### src/rtl/avmm_burst_pipe_bridge.sv
// avmm_burst_pipe_bridge: fully registered Avalon-MM pipeline bridge.
// A two-entry command buffer decouples s0 from m0. Reads are issued only
// while the outstanding-beat credit allows. Read responses are returned
// through a single register stage.
module avmm_burst_pipe_bridge #(
    parameter int DATA_W   = 128,
    parameter int ADDR_W   = 18,
    parameter int BURST_W  = 4,
    parameter int MAX_PEND = 32
) (
    input  logic                          clk_clk,
    input  logic                          reset_reset,
    input  logic [ADDR_W-1:0]             s0_address,
    input  logic                          s0_read,
    input  logic                          s0_write,
    input  logic                          s0_debugaccess,
    input  logic [DATA_W-1:0]             s0_writedata,
    input  logic [DATA_W/8-1:0]           s0_byteenable,
    input  logic [BURST_W-1:0]            s0_burstcount,
    output logic                          s0_waitrequest,
    output logic [DATA_W-1:0]             s0_readdata,
    output logic                          s0_readdatavalid,
    output logic [ADDR_W-1:0]             m0_address,
    output logic                          m0_read,
    output logic                          m0_write,
    output logic [DATA_W-1:0]             m0_writedata,
    output logic [DATA_W/8-1:0]           m0_byteenable,
    output logic [BURST_W-1:0]            m0_burstcount,
    output logic                          m0_debugaccess,
    input  logic                          m0_waitrequest,
    input  logic [DATA_W-1:0]             m0_readdata,
    input  logic                          m0_readdatavalid,
    output logic [$clog2(MAX_PEND+1)-1:0] pend_cnt,
    output logic                          err_unexp_rsp
);
    localparam int BE_W   = DATA_W / 8;
    localparam int PEND_W = $clog2(MAX_PEND + 1);
    localparam int SUM_W  = ((PEND_W > BURST_W) ? PEND_W : BURST_W) + 1;

    // A read may go out only if its whole burst fits in the remaining credit.
    function automatic logic credit_ok(input logic [PEND_W-1:0] pend,
                                       input logic [BURST_W-1:0] bc);
        logic [SUM_W-1:0] sum;
        sum = SUM_W'(pend) + SUM_W'(bc);
        return sum <= SUM_W'(MAX_PEND);
    endfunction

    logic                wait_q;
    logic [1:0]          cmd_cnt;
    logic                wr_ptr;
    logic                rd_ptr;
    logic [ADDR_W-1:0]   addr_q  [2];
    logic                rd_q    [2];
    logic                wr_q    [2];
    logic [DATA_W-1:0]   wdata_q [2];
    logic [BE_W-1:0]     be_q    [2];
    logic [BURST_W-1:0]  bc_q    [2];
    logic                dbg_q   [2];
    logic [BURST_W-1:0]  wbeat_left;
    logic [ADDR_W-1:0]   burst_addr_q;
    logic [BURST_W-1:0]  burst_bc_q;
    logic [DATA_W-1:0]   rsp_data_p1;
    logic                rsp_vld_p1;

    logic                accept;
    logic                pop;
    logic                head_vld;
    logic                issue;
    logic                rsp_ok;
    logic [ADDR_W-1:0]   enq_addr;
    logic [BURST_W-1:0]  enq_bc;
    logic [1:0]          cmd_cnt_nxt;
    logic [PEND_W-1:0]   pend_nxt;

    assign head_vld       = (cmd_cnt != 2'd0);
    assign m0_read        = head_vld & rd_q[rd_ptr] & credit_ok(pend_cnt, bc_q[rd_ptr]);
    assign m0_write       = head_vld & wr_q[rd_ptr];
    assign m0_address     = addr_q[rd_ptr];
    assign m0_writedata   = wdata_q[rd_ptr];
    assign m0_byteenable  = be_q[rd_ptr];
    assign m0_burstcount  = bc_q[rd_ptr];
    assign m0_debugaccess = dbg_q[rd_ptr];

    assign s0_waitrequest   = wait_q;
    assign s0_readdata      = rsp_data_p1;
    assign s0_readdatavalid = rsp_vld_p1;

    assign accept = (s0_read | s0_write) & ~wait_q;
    assign pop    = (m0_read | m0_write) & ~m0_waitrequest;
    assign issue  = m0_read & ~m0_waitrequest;
    assign rsp_ok = m0_readdatavalid & (pend_cnt != '0);

    // Next-state of the buffer occupancy and read credit, plus the fields
    // stored for follow-on write beats (taken from the burst's first beat).
    always_comb begin
        enq_addr = s0_address;
        enq_bc   = s0_burstcount;
        if (s0_write && (wbeat_left != '0)) begin
            enq_addr = burst_addr_q;
            enq_bc   = burst_bc_q;
        end
        cmd_cnt_nxt = cmd_cnt + {1'b0, accept} - {1'b0, pop};
        pend_nxt    = pend_cnt;
        if (issue)
            pend_nxt = pend_nxt + PEND_W'(bc_q[rd_ptr]);
        if (rsp_ok)
            pend_nxt = pend_nxt - PEND_W'(1);
    end

    // Command buffer: two entries, written at wr_ptr, drained from rd_ptr.
    always_ff @(posedge clk_clk or posedge reset_reset) begin
        if (reset_reset) begin
            cmd_cnt <= 2'd0;
            wr_ptr  <= 1'b0;
            rd_ptr  <= 1'b0;
            wait_q  <= 1'b1;
            for (int i = 0; i < 2; i++) begin
                addr_q[i]  <= '0;
                rd_q[i]    <= 1'b0;
                wr_q[i]    <= 1'b0;
                wdata_q[i] <= '0;
                be_q[i]    <= '0;
                bc_q[i]    <= '0;
                dbg_q[i]   <= 1'b0;
            end
        end else begin
            cmd_cnt <= cmd_cnt_nxt;
            wait_q  <= (cmd_cnt_nxt == 2'd2);
            if (accept) begin
                addr_q[wr_ptr]  <= enq_addr;
                rd_q[wr_ptr]    <= s0_read;
                wr_q[wr_ptr]    <= s0_write;
                wdata_q[wr_ptr] <= s0_writedata;
                be_q[wr_ptr]    <= s0_byteenable;
                bc_q[wr_ptr]    <= enq_bc;
                dbg_q[wr_ptr]   <= s0_debugaccess;
                wr_ptr          <= ~wr_ptr;
            end
            if (pop)
                rd_ptr <= ~rd_ptr;
        end
    end

    // Write-beat counter: latches the first beat's burst header and counts
    // the beats still to come (an illegal count of 0 is a single beat).
    always_ff @(posedge clk_clk or posedge reset_reset) begin
        if (reset_reset) begin
            wbeat_left   <= '0;
            burst_addr_q <= '0;
            burst_bc_q   <= '0;
        end else if (accept && s0_write) begin
            if (wbeat_left == '0) begin
                burst_addr_q <= s0_address;
                burst_bc_q   <= s0_burstcount;
                wbeat_left   <= (s0_burstcount == '0) ? '0 : s0_burstcount - BURST_W'(1);
            end else begin
                wbeat_left <= wbeat_left - BURST_W'(1);
            end
        end
    end

    // Outstanding read beats and the sticky unexpected-response flag.
    always_ff @(posedge clk_clk or posedge reset_reset) begin
        if (reset_reset) begin
            pend_cnt      <= '0;
            err_unexp_rsp <= 1'b0;
        end else begin
            pend_cnt <= pend_nxt;
            if (m0_readdatavalid && (pend_cnt == '0))
                err_unexp_rsp <= 1'b1;
        end
    end

    // Response stage p1: one register, beats with no pending read dropped.
    always_ff @(posedge clk_clk or posedge reset_reset) begin
        if (reset_reset) begin
            rsp_data_p1 <= '0;
            rsp_vld_p1  <= 1'b0;
        end else begin
            rsp_data_p1 <= m0_readdata;
            rsp_vld_p1  <= rsp_ok;
        end
    end
endmodule

### config.mk
export PLATFORM = sky130hd
export DESIGN_NAME = avmm_burst_pipe_bridge
export DESIGN_NICKNAME = d
export VERILOG_FILES = /design/src/rtl/avmm_burst_pipe_bridge.sv
export SDC_FILE = /design/constraint.sdc
export NUM_CORES = 1
export LEC_CHECK = 0
export ABC_AREA = 1
export BUFFER_PORTS_ARGS = -buffer_cell sky130_fd_sc_hd__buf_2
export CORE_AREA = 2 2 239 241
export CTS_CLUSTER_SIZE = 14
export DETAILED_ROUTE_END_ITERATION = 10
export DIE_AREA = 0 0 241 243
export GPL_TIMING_DRIVEN = 0
export PLACE_DENSITY_LB_ADDON = 0.15
export REMOVE_ABC_BUFFERS = 1
export SYNTH_ARGS = -nofsm -noshare
export SYNTH_HDL_FRONTEND = slang
export SYNTH_SLANG_ARGS = --single-unit
### constraint.sdc
create_clock -name clk_clk -period 19 [get_ports clk_clk]
set_input_delay 1.9 -clock clk_clk [delete_from_list [all_inputs] [get_ports clk_clk]]
set_output_delay 1.9 -clock clk_clk [all_outputs]
set_load 0.01 [all_outputs]
## After elaboration in Yosys (flattened, before gate mapping)

Cells that the tools add are included.
W data, S select, Z words.

| operators by class | value |
|---|---|
| $add $sub $neg | 7 |
| magnitude comparators | 4 |
| eq/ne operators | 1 |
| mux-type cells | 44 |
| bitwise gates (word level) | 15 |
| reduce and logical (&&, ||, !) cells | 11 |

Operator list:

| cell | number |
|---|---|
| $mux W128 | 4 |
| $bwmux W256 | 1 |
| $demux W128 S1 | 1 |
| $mux W18 | 5 |
| $mux W16 | 4 |
| $bwmux W36 | 1 |
| $bwmux W32 | 1 |
| $mux W4 | 7 |
| $demux W18 S1 | 1 |
| $demux W16 S1 | 1 |
| $mux W6 | 2 |
| $mux W1 | 10 |
| $bwmux W8 | 1 |
| $logic_not A4 Y1 | 2 |
| $sub A4 B1 Y4 const B | 2 |
| $add A6 B4 Y7 | 1 |
| $and A1 B1 Y1 | 7 |
| $le A7 B6 Y1 const B | 1 |
| $add A6 B4 Y6 | 1 |
| $bwmux W2 | 3 |
| $logic_not A6 Y1 | 1 |
| $reduce_bool A6 Y1 | 1 |
| $sub A6 B1 Y6 const B | 1 |
| $demux W4 S1 | 1 |
| other kinds (13) | 22 |

| storage, ports and cells | value |
|---|---|
| flip-flop bits (word level) | 505 |
| input bits | 301 |

## Longest topological paths before layout

Gate-level depths: netlist of run 1.

| logic depth | value |
|---|---|
| depth after elaboration | 11 |
| mapped depth | 24 |
| gate-level depth less buffers | 21 |

## Worst setup path before layout of run 1

No wires, ideal clock.

| path | value |
|---|---|
| path type | register to output |
| start point | register rd_ptr |
| end point | output port m0_read |
| arrival time | 2713 ps |
| data required time | 17100 ps |
| slack | 14387 ps |
| cell stages (with the launch flop) | 15 |
| path buffers | 4 |
| cells stage by stage | dfrtp_1 buf_2 buf_2 clkbuf_1 buf_2 nand2_1 nand2_1 ha_1 fa_1 or2_2 nor2_1 nand3_2 nand2_4 nand2_1 inv_1 |

| between the ends | value |
|---|---|
| cells in the longest elaborated chain, start to end | 7 |
| elaborated cells on any way between the ends | 11 |
| classes of those cells | add/sub (1); order compare (1); mux (6); bitwise (3) |

RTL lines:

| item | RTL line | source |
|---|---|---|
| start, declared | 51 | `logic rd_ptr;` |
| start signal, assigned | 140 | `rd_ptr <= ~rd_ptr;` |
| $not A1 Y2 | - |  |
| $mux W4 (3 in a row) | - |  |
| net m0_burstcount[0] | 28 | `output logic [BURST_W-1:0] m0_burstcount,` |
| $add A6 B4 Y7 | 44 | `sum = SUM_W'(pend) + SUM_W'(bc);` |
| $le A7 B6 Y1 | 45 | `return sum <= SUM_W'(MAX_PEND);` |
| $and A1 B1 Y1 | 76 | `assign m0_read = head_vld & rd_q[rd_ptr] & credit_ok(pend_cnt, bc_q[rd_ptr]);` |
| end, declared | 24 | `output logic m0_read,` |

The timed path passes the listed nets, and every way through them passes these cells. The select of a mux whose other input is x is not followed.

## Worst setup path in the final report of run 1

| path | value |
|---|---|
| start point | register rd_ptr |
| end point | output port m0_read |

| between the ends | value |
|---|---|
| cells in the longest elaborated chain, start to end | 7 |
| elaborated cells on any way between the ends | 11 |
| classes of those cells | add/sub (1); order compare (1); mux (6); bitwise (3) |

RTL lines:

| item | RTL line |
|---|---|
| $not A1 Y2 (implied by the code) * | 76 |
| $mux W4 (implied by the code) (3 in a row) | 76 |
| $add A6 B4 Y7 | 44 |
| $le A7 B6 Y1 | 45 |
| $and A1 B1 Y1 * | 76 |

Mark *: on every way between the ends. The rest lies on a longest branch, timed or not. The select of a mux whose other input is x is not followed.

==> results of run 1 <==
==> worst max-delay path, cell delays in order (launching register included) <==
cell and delay (ns):
dfrtp_4 0.96, buf_16 0.30, inv_1 0.45, nand2_1 0.17, nand2_1 0.15, ha_1 0.27
fa_1 0.45, or2_2 0.30, nor2_1 0.13, nand3_2 0.10, nand2_4 0.10, nand2_1 0.07
inv_1 0.06, buf_2 0.12
==> placed cells by master (no fill, tap or decap), types with 3 or more instances in the layout <==
| cell | netlist | routed |
|---|---|---|
| xor2_1 | 5 | 5 |
| dfrtp_1 | 504 | 503 |
| bufinv_16 | 0 | 6 |
| nand4_1 | 4 | 4 |
| nand2_2 | 7 | 9 |
| nand3_1 | 12 | 12 |
| o21ai_1 | 3 | 3 |
| buf_12 | 0 | 7 |
| clkinv_2 | 0 | 9 |
| nand2_1 | 924 | 921 |
| o21ai_0 | 390 | 390 |
| clkbuf_16 | 0 | 56 |
| buf_16 | 0 | 10 |
| diode_2 | 0 | 14 |
| nor2_1 | 11 | 11 |
| a21oi_1 | 6 | 6 |
| buf_2 | 33 | 606 |
| clkbuf_8 | 0 | 13 |
| inv_1 | 201 | 200 |
| clkbuf_1 | 72 | 9 |
| ha_1 | 8 | 8 |
==> cell usage after synthesis (all sizes together) (2+ instances only) <==
master / n / area share, %
nor2: 15 / 0.36
buf: 45 / 1.2
clkbuf: 72 / 1.4
or2: 2 / 0.063
nor3: 2 / 0.050
xor2: 5 / 0.22
ha: 8 / 0.50
nand4: 4 / 0.13
a21oi: 6 / 0.15
nand2: 932 / 18
o21ai: 393 / 9.9
inv: 203 / 3.8
nand3: 15 / 0.53
dfrtp: 504 / 63
==> area by class of cell <==
cell class	count	share of cell area [%]
timing repair buffer	623	13.4
antenna	14	0.136
multi-input combinational	1391	23.3
clock inverter	19	1.03
clock buffer	78	6.28
sequential	505	49.2
tap	756	3.68
inverter	204	3.03
==> state kept, by name (all words and copies together), names as in the netlist <==
register          flops
be_q                 32
pend_cnt              6
s0_waitrequest        1
s0_readdata         128
wdata_q             256
wr_q                  2
s0_readdatavalid      1
rd_ptr                1
rd_q                  2
wr_ptr                1
cmd_cnt               2
wbeat_left            4
burst_bc_q            4
burst_addr_q         18
bc_q                  8
dbg_q                 2
addr_q               36
err_unexp_rsp         1
==> layer usage <==
metal	up-vias	wire length (um)	part of all wire (%)
met1	7848	22500	39
met4	18	1490	2.6
li1	8011	-	-
met5	-	114	0.20
met3	111	4290	7.5
met2	460	29100	51
==> how the worst max path moves through the flow <==
stage | end | slack (ns) | depth (start not counted) | start
3_3_place_gp | wdata_q[247] | -2.29 | 2 | reset_reset
6_report | m0_read | 12.84 | 13 | rd_ptr
4_1_cts | m0_read | 12.72 | 13 | rd_ptr
2_1_floorplan | addr_q[0] | 3.00 | 1 | reset_reset
5_1_grt | m0_read | 12.56 | 13 | rd_ptr
3_5_place_dp | m0_read | 13.39 | 13 | rd_ptr
==> per-stage QoR <==
stage / TNS [ns] / power [mW]
after floorplan: 0 / 2.77
after global placement: -1110.02 / 3.51
after detailed placement: 0 / 3.45
after CTS: 0 / 4.59
after global routing: 0 / 4.89
final: 0 / 4.52
==> report_power, final <==
group	switching (mW)	internal [mW]	leakage (nW)
Clock	0.438	0.668	0.926
Combinational	1.13	0.607	6.53
Sequential	0.193	1.48	6.14
==> cell families after synthesis <==
family / share of synthesized area [%]
fa+ha+maj: 0.604
simple gates: 18.9
buf+inv: 6.45
compound gates: 10.2
flops: 63.5
xor+xnor: 0.220
==> flow_summary.ini, run 1 <==
[min_path]
hold_end = err_unexp_rsp
worstHoldPathCells = 1
hp-start = err_unexp_rsp
hp-class = reg2reg

[placed_design]
gp_congestion = 0.813
postPlaceCellArea_sq_mm = 0.0238
dp_slack_ns = 13.39
place_inst = 3479
hpwlAfterDp_mm = 39.5
portBuffers = 606

[drt]
vias_per_cell = 4.58
drc = 0
wirelength_mm = 57.6
ant_nets = 0
firstDrtPassIters = 5
via_count = 16448
drt_iter0_drc = 863
wire_per_inst_um = 16.0

[final_layout]
syn_to_final_growth_pct = 29.3
nNetsFinal = 3090
multiInputGateArea_sq_mm = 0.00598
fin_util_pct = 46.0
register_area_sq_mm = 0.0126
nFillCells = 5567
design_area_sq_mm = 0.0257
drive_gt1_share_pct = 26.1
final_cells = 3590

[logic_synthesis]
synthArstFlopShare_pct = 100
syn_area_sq_mm = 0.0199
ys_seq_elements = 505
ys_warn_count = 0
syn_area_per_cell_sq_um = 8.97
ys_types = 35
synth_cells = 2217
synthFlopType = dfrtp_1
synth_edf_count = 0
synth_seq_area_share_pct = 63.5

[sta]
whs_ns = 0.472
fin_worst_skew_ns = 0.0229
rsz0062_at_grt = false
hold_violations = 0
period_minus_slack_ns = 6.16
setup_violations = 0
max_freq_mhz = 162
period_share_pct = 32.4
max_slew.worst_pin.slew_ns = 0.889
slew_violations = 0
slew_headroom_pct = 40.6
finalWorstSetupSlack_ns = 12.84

[worst_setup_path]
r2r_cells = 19
r2r_slack_ns = 14.27
crit_fanout = 67
crit_type = reg2out
regToRegStartpoint = rd_ptr
r2r_end = s0_waitrequest
end_kind = output pin
critPathRequiredTime_ns = 17.10
critPathLaunchType = flop
worstPathArrival_ns = 4.26

[global_route]
grt_use_total_pct = 19.5
grt_max_degree = 128
use_met1_pct = 22.9
grt_busiest_layer = met2
use_met2_pct = 34.1
grt_use_met3_pct = 5.47
grt_pass1_vias = 16269
grt_pass1_wl_mm = 89.5
overflow = 0
antenna_found_initial = 23

[clocking]
cts_sinks = 505
h-tree-depth = 2
path_clk_slew_ns = 0.06
cts_tree = yes
clk_path_buf_depth = 3
root_buffer = clkbuf_16
insertion_delay_ns = 0.61
cts_resized = 0
cts_setup_buffers = 0
ctsHoldBuffers = 0
cts_buffers = 55

[pwr]
power_density_mw_per_mm2 = 176
p_leak_nw = 13.6
max-vdd-ir-drop_mv = 0.0893

[die]
dieArea_sq_mm = 0.0586
fp.dieH_um = 243
die_w_um = 241
rows = 87
start_util_pct = 35.5
core_sq_mm = 0.0560
ios = 607

[run]
cap_violations = 0

[status]
status = finished clean
Power figures use the tool's default switching activity.
==> run 2, diff against run 1 <==
--- a/config.mk
+++ b/config.mk
@@ -5,7 +5,7 @@
 export SDC_FILE = /design/constraint.sdc
 export NUM_CORES = 1
 export LEC_CHECK = 0
-export ABC_AREA = 1
+export ABC_AREA = 0
 export BUFFER_PORTS_ARGS = -buffer_cell sky130_fd_sc_hd__buf_2
 export CORE_AREA = 2 2 239 241
 export CTS_CLUSTER_SIZE = 14
==> constraint.sdc (replaced) <==
create_clock -name clk_clk -period 6.3 [get_ports clk_clk]
set_input_delay 0.63 -clock clk_clk [delete_from_list [all_inputs] [get_ports clk_clk]]
set_output_delay 0.63 -clock clk_clk [all_outputs]
set_load 0.01 [all_outputs]
==> flow_summary.ini, run 2 <==
[sta]
fin_worst_skew_ns = 0.0270
slew_headroom_pct = 38.9
max_freq_mhz = 219
setup_violations = 0
period_share_pct = 72.4
max_slew.worst_pin.slew_ns = 0.915
slew_violations = 0
hold_violations = 0
rsz0062_at_grt = false
finalWorstSetupSlack_ns = 1.74
whs_ns = 0.0470
period_minus_slack_ns = 4.56

[drt]
wire_per_inst_um = 21.4
firstDrtPassIters = 4
drc = 0
drt_iter0_drc = 424
ant_nets = 0
vias_per_cell = 4.78
top_layer = met5
wl_met1_mm = 21.1
via_count = 12939
wirelength_mm = 57.9
wl_met3_mm = 3.47
wl_met2_mm = 31.8

[global_route]
overflow = 0
grt_pass1_wl_mm = 87.0
grt_use_total_pct = 19.8
grt_pass1_vias = 13954
grt_max_degree = 130
antenna_found_initial = 23

[logic_synthesis]
syn_area_per_cell_sq_um = 15.4
synth_cells = 1285
ys_seq_elements = 505
yosys.cell_count.top_type = dfrtp_1
synth_edf_count = 0
synth_top_area_share_pct = 63.6
synth-compound-area-share_pct = 3.03
synth_fa_ha_area_share_pct = 0.606
synthTopCellsByArea = dfrtp_1, mux2_2, mux2i_1
muxShareOfSynthArea_pct = 28.7
synth-simple-area-share_pct = 1.85
syn_area_sq_mm = 0.0198
ys_warn_count = 0
synth_commonest_cells = dfrtp_1, mux2_2, clkbuf_1
synth_top_family_by_area = multiplexers
synthXorXnorAreaFrac_pct = 0.486
synthArstFlopShare_pct = 100
synthFlopType = dfrtp_1
ys_types = 54
synth_seq_area_share_pct = 63.7
yosys.area.top_type = dfrtp_1

[final_layout]
syn_to_final_growth_pct = 31.1
top_register = wdata_q
final_cells = 2707
nNetsFinal = 2209
final_common_cell = buf_2
largest_reg_flops = 256
drive_gt1_share_pct = 62.5
layout_common_cells = buf_2, dfrtp_1, mux2_2, clkbuf_16, nor2_1

[run]
cap_violations = 0

[clocking]
ctsHoldBuffers = 0
h-tree-depth = 2
cts_sinks = 505
insertion_delay_ns = 0.61
root_buffer = clkbuf_16
cts_buffers = 56
cts_resized = 0
cts_setup_buffers = 0
cts_tree = yes
clk_path_buf_depth = 3
path_clk_slew_ns = 0.06

[worst_setup_path]
regToRegStartpoint = rd_ptr
worstPathArrival_ns = 5.08
critPathRequiredTime_ns = 6.82
crit_type = reg2reg
crit_fanout = 46
r2r_cells = 14
r2r_end = s0_waitrequest
critPathLaunchType = flop
r2r_slack_ns = 1.74
end_kind = flop

[pwr]
power.total_mw = 14.7
power.switching_mw = 4.94
power_density_mw_per_mm2 = 565
p_leak_nw = 12.1
clockPowerShare_pct = 23.3
p_sw_share_pct = 33.6
p_int_mw = 9.75
max-vdd-ir-drop_mv = 0.270
power_frac_comb_pct = 41.4
seqPwrFrac_pct = 35.4

[placed_design]
place_inst = 2597
portBuffers = 606
hpwlAfterDp_mm = 42.9
gp_congestion = 0.829
dp_slack_ns = 1.74

[die]
ios = 607
rows = 87
dieArea_sq_mm = 0.0586
fp.dieH_um = 243
core_sq_mm = 0.0560
start_util_pct = 35.4
die_w_um = 241

[status]
status = finished clean

[min_path]
hp-class = in2async
[run 2: cell types whose count changed in the layout (fill, tap and decap cells not counted), sizes merged, moves of 14 or more]
cell	before	now
o21ai	393	27
nand2	932	26
nor2	15	34
a21oi	6	28
mux2i	0	26
mux2	0	483
nand3	15	1
inv	204	9
[run 2: worst max path at each step]
stage                start        endpoint  cells past startpoint
6_report            rd_ptr  s0_waitrequest                     14
5_1_grt             rd_ptr  s0_waitrequest                     14
2_1_floorplan  reset_reset       addr_q[0]                      1
3_3_place_gp   reset_reset    wdata_q[115]                      2
4_1_cts             rd_ptr  s0_waitrequest                     14
3_5_place_dp        rd_ptr  s0_waitrequest                     14
[run 2: logic make-up (layout without fill, tap and decap cells)]
kind of cell             after synthesis  after routing
buffers and inverters                 76            734
AND/OR/NAND/NOR                       82             82
adder cells (fa/ha/maj)                9              9
multiplexers                         509            509
XOR/XNOR                              11             11
other                                  0              8
AO/OA/AOI/OAI                         93             93
flip-flops                           505            505
[run 2: metrics by stage]
stage	area, sq um	setup TNS, ns	util, %
floorplan	19500	-4743.42	-
global placement	23500	-9258.68	42.0
detailed placement	24000	0	42.9
CTS	26000	0	46.4
global route	26000	0	46.4
finish	26000	0	46.5
[run 2: metal layers]
layer,vias to the layer above,GRT usage (%)
met5,-,0
met1,6642,21.2
li1,5817,-
met3,98,5.37
met4,14,6.61
met2,368,37.1
[run 2: layout make-up]
cell class / instances / area (sq um)
Fill cell: 5053 / 30000
Sequential cell: 505 / 12600
Multi-Input combinational cell: 704 / 6900
Timing Repair Buffer: 625 / 3510
Clock buffer: 76 / 1590
Tap cell: 756 / 946
Clock inverter: 26 / 354
Inverter: 7 / 33.8
Antenna cell: 8 / 20.0
[run 2: power by group through the flow]
stage	clock, mW	sequential, mW	combinational (mW)
floorplan	0	5.20	4.27
global placement	0	5.36	6.12
finish	3.42	5.20	6.08
CTS	3.53	5.20	6.22
global route	3.65	5.37	6.59
detailed placement	0	5.25	6.19
[run 2: critical path: stages, from the launching register on]
cell	delay (ns)
dfrtp_4	0.79
buf_16	0.31
mux2_2	0.42
ha_1	0.38
a21o_2	0.24
o21ai_0	0.39
a221oi_2	0.14
o21ai_1	0.48
o31ai_1	0.23
ha_1	0.33
inv_1	0.04
ha_1	0.18
xnor2_1	0.13
xnor2_1	0.20
nor2b_1	0.17
